===== src/rtl/johnson_pkg.sv =====
// Shared types and constants for the Johnson counter phase monitor.
// Holds the FSM state encoding and the code-to-phase lookup table.
package johnson_pkg;

   localparam int PHASE_W    = 3;
   localparam int NUM_PHASES = 8;
   localparam int CODE_W     = 4;

   typedef enum logic [1:0] {
      ACQUIRE = 2'd0,
      LOCKED  = 2'd1,
      FAULT   = 2'd2
   } mon_state_t;

   // Entry i is the {q0,q1,q2,q3} code for phase i; entry 0 is the rightmost.
   localparam logic [NUM_PHASES-1:0][CODE_W-1:0] PHASE_CODES = {
      4'b0001, 4'b0011, 4'b0111, 4'b1111,
      4'b1110, 4'b1100, 4'b1000, 4'b0000
   };

endpackage


===== src/rtl/johnson_decode.sv =====
// Combinational decoder: maps a 4-bit Johnson code to its phase index.
// legal is low for the eight codes that never occur in a healthy counter.
module johnson_decode
   import johnson_pkg::*;
(
   input  logic [CODE_W-1:0]  code,
   output logic [PHASE_W-1:0] idx,
   output logic               legal
);

   always_comb begin
      // NOTE: defaults first so every path assigns every output and no latch is inferred.
      idx   = '0;
      legal = 1'b0;
      for (int i = 0; i < NUM_PHASES; i++) begin
         if (code == PHASE_CODES[i]) begin
            idx   = PHASE_W'(i);
            legal = 1'b1;
         end
      end
   end

endmodule


===== src/rtl/johnson_phase_monitor.sv =====
// Validates and decodes a 4-bit Johnson counter, tracks lock and revolutions.
// Define JOHNSON_SYNC_IN_EN to pass q0..q3 through a 2-flop synchronizer first.
module johnson_phase_monitor
   import johnson_pkg::*;
#(
   parameter int CNT_W    = 16,
   parameter int LOCK_CNT = 4
) (
   input  logic                  clk,
   input  logic                  reset,
   input  logic                  q0,
   input  logic                  q1,
   input  logic                  q2,
   input  logic                  q3,
   input  logic                  err_clr,
   output logic [PHASE_W-1:0]    phase,
   output logic [NUM_PHASES-1:0] phase_onehot,
   output logic                  phase_valid,
   output logic                  wrap,
   output logic [CNT_W-1:0]      cycle_count,
   output logic                  locked,
   output logic                  err_illegal,
   output logic                  err_skip
);

   localparam int RUN_W = $clog2(LOCK_CNT + 1);

   logic [CODE_W-1:0] code;

`ifdef JOHNSON_SYNC_IN_EN
   logic [CODE_W-1:0] sync_1;
   logic [CODE_W-1:0] sync_2;

   always_ff @(posedge clk or negedge reset) begin
      if (!reset) begin
         sync_1 <= '0;
         sync_2 <= '0;
      end else begin
         // NOTE: non-blocking so sync_2 takes the old sync_1, giving two real flop stages.
         sync_1 <= {q0, q1, q2, q3};
         sync_2 <= sync_1;
      end
   end

   assign code = sync_2;
`else
   assign code = {q0, q1, q2, q3};
`endif

   logic [PHASE_W-1:0] idx;
   logic               legal;

   johnson_decode u_decode (
      .code  (code),
      .idx   (idx),
      .legal (legal)
   );

   mon_state_t            state, state_next;
   logic [PHASE_W-1:0]    prev_idx, prev_idx_next;
   logic                  prev_valid, prev_valid_next;
   logic [RUN_W-1:0]      run, run_next, run_inc;
   logic [PHASE_W-1:0]    phase_next;
   logic [NUM_PHASES-1:0] onehot_next;
   logic                  valid_next, wrap_next;
   logic [CNT_W-1:0]      count_next;
   logic                  set_illegal, set_skip;
   logic                  successor;

   assign run_inc   = run + RUN_W'(1);
   assign successor = legal && prev_valid && (idx == prev_idx + PHASE_W'(1));

   always_comb begin
      state_next      = state;
      prev_idx_next   = prev_idx;
      prev_valid_next = prev_valid;
      run_next        = run;
      phase_next      = phase;
      onehot_next     = phase_onehot;
      valid_next      = phase_valid;
      wrap_next       = 1'b0;
      count_next      = cycle_count;
      set_illegal     = 1'b0;
      set_skip        = 1'b0;

      // FAULT ignores the input entirely, including the previous-sample history.
      if (state != FAULT) begin
         prev_valid_next = legal;
         if (legal) prev_idx_next = idx;
      end

      unique case (state)
         ACQUIRE: begin
            if (!legal) begin
               set_illegal = 1'b1;
               run_next    = '0;
            end else if (successor) begin
               run_next = run_inc;
               if (run_inc == RUN_W'(LOCK_CNT)) begin
                  state_next  = LOCKED;
                  valid_next  = 1'b1;
                  phase_next  = idx;
                  onehot_next = NUM_PHASES'(1) << idx;
               end
            end else begin
               run_next = RUN_W'(1);
            end
         end
         LOCKED: begin
            if (!legal) begin
               set_illegal = 1'b1;
               state_next  = FAULT;
               valid_next  = 1'b0;
               onehot_next = '0;
            end else if (successor) begin
               phase_next  = idx;
               onehot_next = NUM_PHASES'(1) << idx;
               if (prev_idx == PHASE_W'(NUM_PHASES - 1) && idx == '0) begin
                  wrap_next = 1'b1;
                  if (cycle_count != '1) count_next = cycle_count + CNT_W'(1);
               end
            end else begin
               set_skip    = 1'b1;
               state_next  = ACQUIRE;
               run_next    = RUN_W'(1);
               valid_next  = 1'b0;
               onehot_next = '0;
            end
         end
         FAULT: begin
            if (err_clr) begin
               state_next      = ACQUIRE;
               run_next        = '0;
               prev_valid_next = 1'b0;
            end
         end
         default: state_next = ACQUIRE;
      endcase
   end

   always_ff @(posedge clk or negedge reset) begin
      if (!reset) begin
         state        <= ACQUIRE;
         prev_idx     <= '0;
         prev_valid   <= 1'b0;
         run          <= '0;
         phase        <= '0;
         phase_onehot <= '0;
         phase_valid  <= 1'b0;
         wrap         <= 1'b0;
         cycle_count  <= '0;
         err_illegal  <= 1'b0;
         err_skip     <= 1'b0;
      end else begin
         state        <= state_next;
         prev_idx     <= prev_idx_next;
         prev_valid   <= prev_valid_next;
         run          <= run_next;
         phase        <= phase_next;
         phase_onehot <= onehot_next;
         phase_valid  <= valid_next;
         wrap         <= wrap_next;
         cycle_count  <= count_next;
         // A new error on the same edge as err_clr wins over the clear.
         err_illegal  <= (err_illegal & ~err_clr) | set_illegal;
         err_skip     <= (err_skip & ~err_clr) | set_skip;
      end
   end

   assign locked = (state == LOCKED);

endmodule


===== config.mk =====
export PLATFORM = sky130hd
export DESIGN_NAME = johnson_phase_monitor
export DESIGN_NICKNAME = d
export VERILOG_FILES = /design/src/rtl/johnson_pkg.sv /design/src/rtl/johnson_decode.sv /design/src/rtl/johnson_phase_monitor.sv
export SDC_FILE = /design/constraint.sdc
export NUM_CORES = 1
export LEC_CHECK = 0
export ABC_AREA = 1
export BUFFER_PORTS_ARGS = -buffer_cell sky130_fd_sc_hd__buf_2
export CAP_MARGIN = 15
export CORE_ASPECT_RATIO = 0.6
export CORE_MARGIN = 2
export CORE_UTILIZATION = 47
export CTS_CLUSTER_DIAMETER = 200
export CTS_CLUSTER_SIZE = 30
export DETAILED_ROUTE_END_ITERATION = 10
export PLACE_DENSITY = 0.71
export SLEW_MARGIN = 5
export SYNTH_ARGS = -nofsm -noshare
export SYNTH_HDL_FRONTEND = slang
export SYNTH_SLANG_ARGS = --single-unit

===== constraint.sdc =====
create_clock -name clk -period 2.1 [get_ports clk]
set_clock_uncertainty 0.05 [all_clocks]
set_input_delay 0.105 -clock clk [delete_from_list [all_inputs] [get_ports clk]]
set_output_delay 0.105 -clock clk [all_outputs]
set_load 0.05 [all_outputs]

==> impl_summary.log <==
INFO  metric run_status = complete, but fails checks
INFO  metric failed_checks = negative setup slack
INFO  metric portBuffers = 38
INFO  metric cts-buffers-inserted = 5
INFO  metric synth.cell_area = between 0.002 and 0.0025 mm2
INFO  metric period_minus_slack = about 2.1 ns
INFO  metric die_extent_in_x = slightly below 100 um
INFO  metric finalWorstSetupSlack = -0.00760 ns
INFO  metric worst_hold_path_depth = 4
INFO  metric mappedNetlistNets = 336
INFO  metric dp.final_hpwl = between 4000 and 5000 um
INFO  metric area_overhead_of_the_layout_relative_to_synthesis = 20.9%
INFO  metric rsz0062_at_grt = true
INFO  metric leakage = about 1.6 nW
INFO  metric pwr_density_cell = between 900 and 1000 mW/mm2
INFO  metric clock_tree_from_tritoncts = built
INFO  metric die_height = around 60 um
INFO  metric synth_area_per_cell = 7.60 um2
INFO  metric globalRoute.totalOverflow = 0
INFO  metric worst_skew_pair.late_latency = between 0.2 and 0.3 ns
INFO  metric grt_antenna_before_repair = 0
INFO  metric dr.first_iter.drc_count = approximately 190
INFO  metric die-area = roughly 0.0058 mm2
INFO  metric sequential_area_share_after_synthesis = 41.1%
INFO  metric initial_core_util = about half
INFO  metric final.period_utilization = 100%
INFO  metric endpoint_kind = flop
INFO  metric place_ws = about 0.008 ns
INFO  metric dp_cells = approximately 430
INFO  metric ctsLongestPathBuffers = 2
INFO  metric synth_cell_types = 31
INFO  metric postPlaceCellArea = between 0.002 and 0.003 mm2
INFO  metric most_frequent_standard_cell_in_the_layout_excluding_fill_and_tap_cells = nand2_1
INFO  metric finalSetupViolations = 2
INFO  metric core_area = a little over 0.005 mm2
INFO  metric cp_data_required_time = about 2.3 ns
INFO  metric grt_start_max_net_pins = about 40
INFO  metric cts.root.buffer_cell = clkbuf_8
INFO  metric critPathArrivalTime = roughly 2.3 ns
INFO  metric drive_gt1_share = about a quarter
INFO  metric worst-r2r-cell-count = 11
INFO  metric grt_pass1_wl = slightly below 10,000 um
INFO  metric drv.max_cap_violation_count = 0
INFO  metric route.antenna.remaining_nets = 0
INFO  metric tightest_slew = 0.893 ns
INFO  metric route.detailed.wl_per_inst = 13.2 um
INFO  metric yosys.area.top_type_share = between 40% and 50%
INFO  metric layout.nets = 389
INFO  metric finalWeightedCongestion = roughly 0.94
INFO  metric relSlewSlack = approximately 40%
INFO  metric mostFrequentLayoutCells = 109 x nand2_1, 38 x dfrtp_1, 38 x buf_2
INFO  metric hold_start = err_clr
INFO  metric post_synth_inst_count = 320
INFO  metric layout_utilization = about three fifths
INFO  metric cts_max_level = 2
INFO  metric antenna_diode_count = 0
INFO  metric cell_type_contributing_the_most_total_cell_area_after_synthesis = dfrtp_1
INFO  metric worst_ir_drop_vdd = a little under 700 uV
INFO  metric route.vias.total = between 2,000 and 2,500
INFO  metric r2r-start = prev_idx[0]
INFO  metric clkSinkCount = 40
INFO  metric grt.total_usage = about a fifth
INFO  metric rows = 20
INFO  metric yosys_register_bits = 40
INFO  metric drt_first_pass_iters = 5
INFO  metric ios = 39
INFO  metric final_hold_violating_endpoints = 0
INFO  metric layoutNonFillerInstCount = between 400 and 500
INFO  metric summed_area_of_non_filler_cells_in_the_final_layout = about 0.003 mm2
INFO  metric worst-path-max-fanout = 6
INFO  metric aggregate_negative_setup_slack = -0.0108 ns
INFO  metric detail_route.wirelength = roughly 5800 um
INFO  metric path_class = reg -> reg
INFO  metric worstHoldPathType = in -> reg
INFO  metric category_of_the_worst_setup_path_launch_point = flop
INFO  metric vias_per_cell = between 5 and 6
INFO  metric fmaxAchievable = approximately 0.47 GHz
INFO  metric post-route-drc-count = 0
INFO  metric synth_warnings = 0
INFO  metric final-max-slew-violation-count = 0
INFO  metric crit_path_start = prev_idx[0]
INFO  metric via_count_of_the_first_global_routing_pass = between 1,500 and 2,000
INFO  metric yosys-top-cells-area = dfrtp_1 41%, nand2_1 17%, nand3_1 7.6%
INFO  metric clk_transition_reported_paths = about 0.08 ns
-- state kept, by name (all words and copies together), names as in the netlist --
register / count
err_skip: 1
prev_valid: 1
wrap: 1
phase_onehot: 8
phase_valid: 1
run: 3
prev_idx: 3
cycle_count: 16
state: 2
phase: 3
err_illegal: 1
-- final cells by class --
| cell class | count | area (um2) |
|---|---|---|
| fill | 464 | 2090 |
| multi-input combinational | 243 | 1330 |
| sequential | 40 | 1000 |
| timing repair buffer | 50 | 317 |
| inverter | 33 | 124 |
| tap | 66 | 82.6 |
| clock buffer | 6 | 72.6 |
| clock inverter | 2 | 12.5 |
-- report_power, final --
| part | switching (mW) | leakage (nW) | internal, mW |
|---|---|---|---|
| registers | 0.0895 | 0.527 | 0.913 |
| logic | 0.961 | 1.07 | 0.352 |
| clock network | 0.268 | 0.0412 | 0.232 |
-- synthesized netlist by cell type, drive strengths merged --
| cell type | instances |
|---|---|
| a21oi | 1 |
| a31oi | 1 |
| buf | 4 |
| clkbuf | 1 |
| clkinv | 2 |
| dfrtp | 40 |
| ha | 9 |
| inv | 31 |
| nand2 | 120 |
| nand3 | 39 |
| nand3b | 3 |
| nand4 | 3 |
| nor2 | 36 |
| nor3 | 3 |
| nor4 | 2 |
| o2111ai | 2 |
| o21ai | 9 |
| xnor2 | 7 |
| xor2 | 7 |
-- routing by layer --
metal / global-route usage [%] / up-vias / part of all wire, %
li1: - / 1119 / -
met1: 34.5 / 1039 / 55
met2: 27.3 / 67 / 36
met3: 5.61 / 4 / 8.0
met4: 4.83 / 0 / 0.72
met5: 0 / - / 0
-- critical path, stage by stage (launching register included) --
cell	delay, ns
dfrtp_1	0.40
ha_2	0.20
ha_4	0.24
nand3b_1	0.16
nand2_2	0.08
nand3_4	0.10
nor2_8	0.17
nand2_4	0.08
nor2_8	0.25
clkbuf_16	0.19
nand3_1	0.06
nand2_1	0.08
-- through the flow --
step	hold WS, ns	power, mW
2_1_floorplan	-0.241	1.96
3_3_place_gp	0.240	2.25
3_5_place_dp	0.240	2.26
4_1_cts	0.0706	2.78
5_1_grt	0.115	3.03
6_report	0.0693	2.82
-- final timing paths --
kind / slack, ns / end
setup / recovery: -0.008 / cycle_count[12]
min in group asynchronous: 0.42 / cycle_count[8]
setup reg to reg: -0.008 / cycle_count[12]
max in group asynchronous: 0.97 / cycle_count[1]
hold / removal: 0.07 / err_skip
hold reg to reg: 0.43 / phase[1]
-- cell families after synthesis --
logic type | count (synthesis) | share of synthesized area, %
xor+xnor | 14 | 5.04
flops | 40 | 41.1
compound gates | 13 | 3.03
fa+ha+maj | 9 | 4.63
buf+inv | 38 | 6.68
simple gates | 206 | 39.5
-- repair_timing --
item	CTS	global route
pin swaps	0	14
setup endpoints to repair	1	33
resized for setup	1	10
hold buffers	1	0
hold endpoints to repair	40	0
setup buffers	0	3
gates cloned	0	2
No activity file was read; power rests on OpenSTA's default activity.
